### config.mk
export PLATFORM = sky130hd
export DESIGN_NAME = role_stream_sum
export DESIGN_NICKNAME = d
export VERILOG_FILES = /design/src/rtl/role_pkg.sv /design/src/rtl/role_sum_lane.sv /design/src/rtl/role_stream_sum.sv
export SDC_FILE = /design/constraint.sdc
export NUM_CORES = 1
export LEC_CHECK = 0
export BUFFER_PORTS_ARGS = -buffer_cell sky130_fd_sc_hd__buf_2
export CORE_AREA = 2 2 210 212
export CTS_BUF_LIST = sky130_fd_sc_hd__clkbuf_2
export CTS_CLUSTER_DIAMETER = 120
export DETAILED_ROUTE_END_ITERATION = 10
export DIE_AREA = 0 0 212 214
export PLACE_DENSITY = 0.88
export RECOVER_POWER = 25
export SLEW_MARGIN = 30
export SYNTH_ARGS = -nofsm -noshare
export SYNTH_HDL_FRONTEND = slang
export SYNTH_HIERARCHICAL = 1
export SYNTH_SLANG_ARGS = --single-unit
export TNS_END_PERCENT = 100
### constraint.sdc
create_clock -name clk -period 6.4 [get_ports clk]
set_clock_uncertainty 0.15 [all_clocks]
set_input_delay 0.32 -clock clk [delete_from_list [all_inputs] [get_ports clk]]
set_output_delay 0.32 -clock clk [all_outputs]
set_load 0.01 [all_outputs]
### src/rtl/role_pkg.sv
// Shared types and defaults for the stream reduction role.
package role_pkg;

    typedef enum logic [1:0] {
        IDLE = 2'd0,
        RUN  = 2'd1,
        OUT  = 2'd2,
        DONE = 2'd3
    } state_e;

    localparam int DEF_DATA_W = 32;
    localparam int DEF_CH     = 4;
    localparam int DEF_SUM_W  = 48;
    localparam int DEF_CNT_W  = 16;

    // LSB position of lane 'lane' in a bus made of 'width'-bit lanes.
    function automatic int lane_lsb(input int lane, input int width);
        return lane * width;
    endfunction

endpackage

### src/rtl/role_sum_lane.sv
// One lane accumulator: adds a zero-extended input lane, reports the carry out.
module role_sum_lane #(
    parameter int DATA_W = 32,
    parameter int SUM_W  = 48
) (
    input  logic              clk,
    input  logic              rst_n,
    input  logic              clr,
    input  logic              add_en,
    input  logic [DATA_W-1:0] din,
    output logic [SUM_W-1:0]  sum_nxt,
    output logic              carry
);

    logic [SUM_W-1:0] acc_q, acc_d;
    logic [SUM_W:0]   sum_ext;

    always_comb begin
        sum_ext = {1'b0, acc_q} + {{(SUM_W + 1 - DATA_W){1'b0}}, din};
        sum_nxt = sum_ext[SUM_W-1:0];
        carry   = add_en & sum_ext[SUM_W];
        // Clear wins so the closing beat of a packet starts the next one at zero.
        acc_d   = acc_q;
        if (clr) begin
            acc_d = '0;
        end else if (add_en) begin
            acc_d = sum_ext[SUM_W-1:0];
        end
    end

    always_ff @(posedge clk or negedge rst_n) begin
        if (!rst_n) begin
            acc_q <= '0;
        end else begin
            acc_q <= acc_d;
        end
    end

endmodule

### src/rtl/role_stream_sum.sv
// Multi-lane AXI4-Stream reduction role: one result beat (lane sums + beat count)
// per tlast-framed input packet, for a commanded number of packets.
module role_stream_sum
    import role_pkg::*;
#(
    parameter int DATA_W = DEF_DATA_W,
    parameter int CH     = DEF_CH,
    parameter int SUM_W  = DEF_SUM_W,
    parameter int CNT_W  = DEF_CNT_W
) (
    input  logic                  clk,
    input  logic                  rst_n,
    input  logic                  start,
    input  logic [CNT_W-1:0]      pkt_num,
    output logic                  busy,
    output logic                  done,
    output logic                  err_ovf,
    input  logic [CH*DATA_W-1:0]  s_axis_tdata,
    input  logic                  s_axis_tvalid,
    output logic                  s_axis_tready,
    input  logic                  s_axis_tlast,
    output logic [CH*SUM_W-1:0]   m_axis_tdata,
    output logic [CNT_W-1:0]      m_axis_tuser,
    output logic                  m_axis_tvalid,
    input  logic                  m_axis_tready,
    output logic                  m_axis_tlast,
    output logic [1:0]            dbg_state
);

    localparam logic [CNT_W-1:0] BEAT_MAX = '1;

    // Valid/ready: a beat moves on a clock edge where valid and ready are both
    // high; the source holds data/last stable while valid is high and ready low.
    state_e               state_q, state_d;
    logic [CNT_W-1:0]     remaining_q, remaining_d;
    logic [CNT_W-1:0]     beats_q, beats_d, beats_inc;
    logic [CNT_W-1:0]     res_user_q, res_user_d;
    logic [CH*SUM_W-1:0]  res_data_q, res_data_d;
    logic                 busy_q, busy_d, done_q, done_d, err_q, err_d;
    logic                 s_tready_q, s_tready_d, m_tvalid_q, m_tvalid_d;
    logic                 m_tlast_q, m_tlast_d;
    logic [CH*SUM_W-1:0]  lane_sum_nxt;
    logic [CH-1:0]        lane_carry;
    logic                 in_fire, out_fire, start_go, lane_clr;

    assign in_fire  = s_tready_q & s_axis_tvalid;
    assign out_fire = m_tvalid_q & m_axis_tready;
    assign start_go = (state_q == IDLE) & start & (pkt_num != '0);
    assign lane_clr = start_go | (in_fire & s_axis_tlast);

    for (genvar i = 0; i < CH; i++) begin : g_lane
        role_sum_lane #(
            .DATA_W (DATA_W),
            .SUM_W  (SUM_W)
        ) u_lane (
            .clk     (clk),
            .rst_n   (rst_n),
            .clr     (lane_clr),
            .add_en  (in_fire),
            .din     (s_axis_tdata[lane_lsb(i, DATA_W) +: DATA_W]),
            .sum_nxt (lane_sum_nxt[lane_lsb(i, SUM_W) +: SUM_W]),
            .carry   (lane_carry[i])
        );
    end

    always_comb begin
        state_d     = state_q;
        remaining_d = remaining_q;
        beats_d     = beats_q;
        res_user_d  = res_user_q;
        res_data_d  = res_data_q;
        err_d       = err_q;
        m_tlast_d   = m_tlast_q;
        done_d      = 1'b0;
        beats_inc   = (beats_q == BEAT_MAX) ? BEAT_MAX : beats_q + CNT_W'(1);

        case (state_q)
            IDLE: begin
                if (start) begin
                    if (pkt_num != '0) begin
                        remaining_d = pkt_num;
                        beats_d     = '0;
                        err_d       = 1'b0;
                        state_d     = RUN;
                    end else begin
                        done_d = 1'b1;
                    end
                end
            end
            RUN: begin
                if (in_fire) begin
                    beats_d = beats_inc;
                    if ((lane_carry != '0) || (beats_q == BEAT_MAX)) begin
                        err_d = 1'b1;
                    end
                    if (s_axis_tlast) begin
                        res_data_d  = lane_sum_nxt;
                        res_user_d  = beats_inc;
                        remaining_d = remaining_q - CNT_W'(1);
                        beats_d     = '0;
                        m_tlast_d   = (remaining_q == CNT_W'(1));
                        state_d     = OUT;
                    end
                end
            end
            OUT: begin
                if (out_fire) begin
                    if (remaining_q == '0) begin
                        state_d = DONE;
                        done_d  = 1'b1;
                    end else begin
                        state_d = RUN;
                    end
                end
            end
            DONE: begin
                state_d = IDLE;
            end
            default: begin
                state_d = IDLE;
            end
        endcase

        if (state_d != OUT) begin
            m_tlast_d = 1'b0;
        end
        busy_d     = (state_d != IDLE);
        s_tready_d = (state_d == RUN);
        m_tvalid_d = (state_d == OUT);
    end

    always_ff @(posedge clk or negedge rst_n) begin
        if (!rst_n) begin
            state_q     <= IDLE;
            remaining_q <= '0;
            beats_q     <= '0;
            res_user_q  <= '0;
            res_data_q  <= '0;
            busy_q      <= 1'b0;
            done_q      <= 1'b0;
            err_q       <= 1'b0;
            s_tready_q  <= 1'b0;
            m_tvalid_q  <= 1'b0;
            m_tlast_q   <= 1'b0;
        end else begin
            state_q     <= state_d;
            remaining_q <= remaining_d;
            beats_q     <= beats_d;
            res_user_q  <= res_user_d;
            res_data_q  <= res_data_d;
            busy_q      <= busy_d;
            done_q      <= done_d;
            err_q       <= err_d;
            s_tready_q  <= s_tready_d;
            m_tvalid_q  <= m_tvalid_d;
            m_tlast_q   <= m_tlast_d;
        end
    end

    assign busy          = busy_q;
    assign done          = done_q;
    assign err_ovf       = err_q;
    assign s_axis_tready = s_tready_q;
    assign m_axis_tvalid = m_tvalid_q;
    assign m_axis_tlast  = m_tlast_q;
    assign m_axis_tdata  = res_data_q;
    assign m_axis_tuser  = res_user_q;
    assign dbg_state     = state_q;

endmodule

==> impl_metrics.csv, run 1 <==
group,metric,value,unit
logic_synthesis,ys_warn_count,6,
route,drc,0,
power_and_ir_drop,p_total,15.1,mW
cts,cts-root-buf,"clkbuf_2",
timing,report.final.slew_viol_count,444,
cts,cts_resized,0,
worst_setup_path,end_kind,"flop",
timing,setup_viol,0,
logic_synthesis,synth_top_area_cell,"dfrtp_1",
cts,post-cts-setup-buffers,0,
route,drt_first_iter_violations,3400,
worst_setup_path,path_class,"in2reg",
timing,fin_setup_tns,0,ns
logic_synthesis,ys.flop_type,"dfrtp_1",
power_and_ir_drop,leakage,16.6,nW
cts,clkTransAtPathRegs,0.11,ns
logic_synthesis,synth_top_cell_area_share,0.396,
logic_synthesis,yosysMostFrequentCell,"nand2_1",
route,viasPerCell,6.23,
worst_setup_path,path_max_fanout,67,
floorplanning,coreArea,0.0429,mm²
floorplanning,start_util,0.648,
logic_synthesis,synth_nets,3520,
timing,tightest_slew,4.47,ns
cts,insertion_delay,1.17,ns
grt,grt_pass1_vias,28200,
power_and_ir_drop,power_density,451,mW/mm²
timing,hold_viol,0,
route,antenna_left,0,
logic_synthesis,synth_edf_count,0,
cts,clock_path_buffers,3,
finish,nNetsFinal,4115,
floorplanning,fp-row-count,76,
route,drt_wl_total,90800,µm
floorplanning,die_w,212,µm
logic_synthesis,synth_cell_types,111,
route,vias,28000,
worst_setup_path,path_buf_inv,5,
grt,grt_use_total,0.396,
worst_setup_path,crit_slowest_cell,"nand4_1",
logic_synthesis,syn-cell-area,0.0278,mm²
route,wire_per_inst,20.2,µm
timing,layout_min_cycle_time,4.82,ns
worst_setup_path,cp.required,7.32,ns
worst_setup_path,cp_top_family,"simple AND/OR/NAND/NOR gates",
worst_setup_path,critical_path.most_common_cell,"dlygate4sd3_1",
logic_synthesis,synth_area_leaders,"dfrtp_1, nand2_1, ha_1",
power_and_ir_drop,peakVddDrop,0.000379,V
place,place_congestion,1.01,
timing,slew_headroom,-1.98,
route,dr.pass1.iters,6,
cts,cts_hold_buffers,284,
logic_synthesis,synth_cells,3234,
finish,post-route-util,0.780,
cts,cts_tree,"yes",
place,io_buffers,365,
floorplanning,dieArea,0.0454,mm²
grt,antenna_found_initial,1,
floorplanning,io_pins,366,
worst_setup_path,critical_path_arrival,5.74,ns
cts,htreeDepth,3,
finish,drive_gt1_frac,0.158,
logic_synthesis,syn-mean-instance-area,8.60,µm²
cts,cts.sinks,440,
flow_run,maxCapViolCount,4,
finish,register_area,0.0110,mm²
worst_setup_path,cp-start-kind,"input port",
run_status,violations,"capacitance limit, slew limit",
logic_synthesis,ys_seq_area_frac,0.396,
timing,fmax,207,MHz
run_status,status,"complete, but fails checks",
grt,grt_max_degree,161,
timing,fin_crit_sh,0.754,
worst_setup_path,cp_cell_sequence,"dlygate4sd3_1 > buf_2 > nor4_2 > nand4_1 > nand2b_1 > nand2_4 > buf_4 > nor2_1 > a32oi_1 > dlygate4sd3_1 > o211ai_1 > dlygate4sd3_1",
floorplanning,fp.dieH,214,µm
cts,cts_buffers,112,
grt,grt_pass1_wl,145000,µm
logic_synthesis,yosys-top-cells-count,"nand2_1, dfrtp_1, nor2_1",
logic_synthesis,synth-seq-cells,440,
finish,area_growth,20.3,%
logic_synthesis,postSynth.asyncResetShare,1.00,
place,dp_hpwl,56300,µm
grt,overflow,0,
min_path,worst_hold_path_type,"in2reg",
finish,multi_input_area,0.0157,mm²
worst_setup_path,max_stage_delay,0.65,ns
finish,fill_cells,2806,
timing,rsz0062_at_grt,"no",
## cells in the final DEF (no fill, tap or decap), drive strengths merged, types with 31 or more instances in the layout
cell           n
xor2          84
dfrtp        440
nand2        769
mux2i         80
ha           132
buf          379
nand4         59
inv           63
nand3         78
clkbuf       153
nor2         254
xnor2        120
a21oi        198
and2          31
clkinv        47
o21ai        121
nor3          58
a21o          60
dlygate4sd3  283
## worst paths after layout
kind | slack, ns | cells past startpoint | start | to
worst max-delay path | 1.58 | 12 | pkt_num[6] | g_lane[0].u_lane/acc_q[31]
worst min-delay path | 0.15 | 6 | s_axis_tdata[81] | m_axis_tdata[113]
worst max register to register | 1.74 | 10 | dbg_state[0] | g_lane[0].u_lane/acc_q[31]
worst min register to register | 0.33 | 2 | m_axis_tdata[60] | m_axis_tdata[60]
max in group asynchronous | 1.66 | 4 | rst_n | m_axis_tdata[146]
min in group asynchronous | 1.26 | 4 | rst_n | beats_q[9]
## stage by stage
step | instances | setup slack (ns) | hold slack [ns] | cell area (µm²)
finish | 4500 | 1.58 | 0.147 | 33400
floorplan | 3234 | 3.17 | -0.126 | 27800
CTS | 4499 | 1.58 | 0.0100 | 33500
detailed placement | 4016 | 1.70 | 0.233 | 29600
global placement | 4015 | 2.00 | 0.215 | 29600
global route | 4500 | 0.802 | 0.156 | 33400
## worst min-delay path: cells and delay by family
| family | cells | cell delay (ns) |
|---|---|---|
| buffers and inverters | 2 | 0.61 |
| adder cells (fa/ha/maj) | 1 | 0.27 |
| XOR/XNOR | 1 | 0.12 |
| AND/OR/NAND/NOR | 2 | 0.11 |
## cell families after synthesis
kind of cell	synth area share
AND/OR/NAND/NOR	0.238
AO/OA/AOI/OAI	0.166
flip-flops	0.396
buffers and inverters	0.0422
XOR/XNOR	0.0642
adder cells (fa/ha/maj)	0.0623
multiplexers	0.0314
## routing by layer
layer  GRT usage  vias up  wire, µm
met1       0.491    13400     34300
met2       0.626     1771     42300
met3       0.102      380      9400
li1            -    12500         -
met5           0        -         0
met4       0.228        0      4850
## cell type report
type                       instances  area share
clock buffer                     149      0.0223
timing repair buffer             666       0.144
sequential                       440       0.329
clock inverter                    50     0.00677
antenna                            1   0.0000748
tap                              585      0.0219
inverter                          61     0.00700
multi-input combinational       2548       0.468
## state kept, by name, indices dropped and copies added, names as in the netlist
register	cells
beats_q	16
err_ovf	1
s_axis_tready	1
m_axis_tvalid	1
remaining_q	16
m_axis_tuser	16
m_axis_tlast	1
busy	1
dbg_state	2
m_axis_tdata	192
done	1
g_lane.u_lane/acc_q	192
## where the power goes
part           switching, mW  leakage [nW]  internal (mW)
sequential             0.634          5.80           3.67
combinational           5.21          10.1           3.62
clock                   1.26         0.739          0.681
total                   7.10          16.6           7.97
(Power assumes the default switching activity.)
==> inputs of run 2 (changes only) <==
Settings changed: ABC_AREA set to 1, CORE_AREA 2 2 210 212 to 2 2 232 234, DIE_AREA 0 0 212 214 to 0 0 234 236, PLACE_DENSITY 0.88 to 0.83.
Clock period 6.4 ns to 4.7 ns, I/O delays scaled along.
==> run 2 against run 1 <==
Sequential power rose by 32%. First-iteration DRC count fell by 0.38%. Synthesized cell count rose by 59%. Worst hold slack got worse by 0.11 ns. Flip-flop and latch count did not move. Critical path type unchanged. Final area rose by 21%. Global-route usage rose by 1.9 points. Via count rose by 31%. Highest routed layer is now met5. Cell count rose by 51%. Wire length rose by 27%. The flow still finishes with violations (capacitance limit, slew limit).
==> impl_metrics.csv, run 2 <==
group,metric,value,unit
worst_setup_path,end_kind,"flop",
worst_setup_path,cp.required,5.72,ns
route,antenna_left,0,
route,dr.pass1.iters,7,
logic_synthesis,synth_cells,5139,
finish,fill_cells,3961,
run_status,violations,"capacitance limit, slew limit",
timing,hold_viol,0,
finish,instances_no_fill,6775,
cts,clock_path_buffers,3,
timing,fmax,220,MHz
floorplanning,fp.dieH,236,µm
run_status,status,"complete, but fails checks",
grt,overflow,0,
power_and_ir_drop,clkPwrFrac,0.138,
grt,grt_use_total,0.415,
logic_synthesis,synth_cell_types,44,
finish,multi_input_area,0.0180,mm²
logic_synthesis,synth_area_leaders,"dfrtp_1, nand2_1, inv_1",
logic_synthesis,synth_nets,5425,
grt,grt_max_degree,211,
worst_setup_path,cp-start-kind,"input port",
cts,insertion_delay,1.25,ns
route,drt_first_iter_violations,3387,
worst_setup_path,critical_path_arrival,5.57,ns
place,placed_cells,6125,
timing,tightest_slew,3.30,ns
route,viasPerCell,5.41,
power_and_ir_drop,peakVddDrop,0.000430,V
power_and_ir_drop,power_density,502,mW/mm²
place,place_congestion,1.02,
cts,cts-root-buf,"clkbuf_2",
timing,fin_crit_sh,0.968,
cts,clkTransAtPathRegs,0.11,ns
place,place_ws,1.74,ns
timing,report.final.slew_viol_count,342,
floorplanning,dieArea,0.0552,mm²
finish,fin_area,0.0406,mm²
finish,post-route-util,0.764,
min_path,worst_hold_path_type,"in2reg",
cts,cts_buffers,109,
cts,htreeDepth,3,
finish,nNetsFinal,6282,
logic_synthesis,syn-cell-area,0.0324,mm²
floorplanning,die_w,234,µm
route,drc,0,
route,vias,36700,
power_and_ir_drop,pwr-share-seq,0.279,
logic_synthesis,yosysMostFrequentCell,"nand2_1",
floorplanning,start_util,0.611,
power_and_ir_drop,combPwrFrac,0.583,
finish,layout_common_cells,"nand2_1, inv_1, dlygate4sd3_1",
logic_synthesis,synth_top_area_cell,"dfrtp_1",
floorplanning,io_pins,366,
logic_synthesis,ys_warn_count,6,
finish,drive_gt1_frac,0.130,
logic_synthesis,yosys-top-cells-count,"nand2_1, inv_1, dfrtp_1",
timing,layout_min_cycle_time,4.55,ns
power_and_ir_drop,leakage,23.7,nW
cts,cts_tree,"yes",
floorplanning,fp-row-count,85,
worst_setup_path,path_class,"in2reg",
worst_setup_path,path_max_fanout,19,
floorplanning,coreArea,0.0531,mm²
grt,grt_pass1_wl,183000,µm
finish,area_growth,25.1,%
logic_synthesis,ys.flop_type,"dfrtp_1",
timing,setup_viol,0,
flow_run,maxCapViolCount,3,
power_and_ir_drop,power.switching,10.0,mW
place,io_buffers,365,
timing,fin_setup_tns,0,ns
route,wire_per_inst,17.0,µm
logic_synthesis,ys_seq_area_frac,0.339,
logic_synthesis,synth_top_cell_area_share,0.339,
place,dp_hpwl,74800,µm
timing,worst_slack,0.148,ns
grt,grt_pass1_vias,36200,
finish,register_area,0.0110,mm²
place,placed_cell_area,0.0350,mm²
grt,antenna_found_initial,7,
logic_synthesis,postSynth.asyncResetShare,1.00,
timing,slew_headroom,-1.20,
cts,cts.sinks,440,
logic_synthesis,synth-seq-cells,440,
logic_synthesis,synth_edf_count,0,
power_and_ir_drop,p_int,10.3,mW
route,drt_wl_total,115000,µm
power_and_ir_drop,p_sw_frac,0.492,
finish,final_common_cell,"nand2_1",
logic_synthesis,syn-mean-instance-area,6.31,µm²
-- run 2: cell count changes in the layout (fill, tap and decap cells not counted), moves of 98 or more --
cell	before	now
nand3_1	75	254
a21oi_1	191	52
dlygate4sd3_1	283	451
inv_1	60	779
nor2_1	248	346
nand2_1	767	2366
-- run 2: metal layers --
layer	share of wire	vias to the layer above	GRT usage
li1	-	17300	-
met1	0.39	16700	0.510
met2	0.44	2037	0.654
met3	0.10	592	0.116
met4	0.065	6	0.235
met5	0.00036	-	0
-- run 2: per-stage QoR --
stage          total power, mW  hold WS (ns)
6_report                  20.3        0.0367
5_1_grt                   21.6       -0.0114
3_5_place_dp              15.2         0.140
4_1_cts                   19.3       0.00550
2_1_floorplan             12.2        -0.211
3_3_place_gp              14.9         0.140
-- run 2: cells by family after synthesis --
logic type                 synth area share
DFF                                   0.339
AOI/OAI and AO/OA                    0.0341
and+or+nand+nor                       0.440
xor gates and xnor gates             0.0232
adders and majority gates            0.0534
buffers and inverters                 0.109
-- run 2: final timing paths --
path | startpoint | end | slack (ns) | cells past startpoint
max in group asynchronous | rst_n | m_axis_tdata[168] | 0.56 | 4
worst max-delay path | pkt_num[10] | g_lane[1].u_lane/acc_q[26] | 0.15 | 16
worst min-delay path | s_axis_tdata[42] | g_lane[1].u_lane/acc_q[10] | 0.04 | 6
min in group asynchronous | rst_n | m_axis_tdata[108] | 0.97 | 4
worst max register to register | g_lane[0].u_lane/acc_q[28] | g_lane[0].u_lane/acc_q[29] | 0.16 | 17
worst min register to register | m_axis_tdata[92] | m_axis_tdata[92] | 0.33 | 2
-- run 2: what timing repair did --
action,in CTS,in global routing
hold endpoints to repair,880,0
hold buffers,455,0
endpoints found under the setup margin,0,10
buffers inserted,0,3
resized for setup,0,8
-- run 2: power groups by stage --
stage	Clock (mW)	Sequential, mW	Combinational [mW]
after floorplan	0	5.72	6.44
after global placement	0	5.60	9.30
after detailed placement	0	5.60	9.59
after CTS	2.80	5.55	11.0
after global routing	3.04	5.76	12.8
final	2.81	5.67	11.9
-- run 2: critical path, cell delays in order --
cell           delay (ns)
dlygate4sd3_1        0.57
buf_2                0.13
dlygate4sd3_1        0.59
nor2_1               0.14
nand2_1              0.09
dlygate4sd3_1        0.56
nor2_1               0.18
dlygate4sd3_1        0.61
nand2_1              0.08
nand2_1              0.15
nand2_1              0.50
nor2_2               0.57
buf_4                0.34
nand3_1              0.14
dlygate4sd3_1        0.58
nand2_1              0.08
-- run 2: final cells by class --
type / instances / area share
Clock buffer: 137 / 0.0169
Timing Repair Buffer: 836 / 0.163
Tap cell: 696 / 0.0215
Antenna cell: 9 / 0.000555
Multi-Input combinational cell: 3796 / 0.443
Clock inverter: 48 / 0.00814
Inverter: 813 / 0.0755
Sequential cell: 440 / 0.271
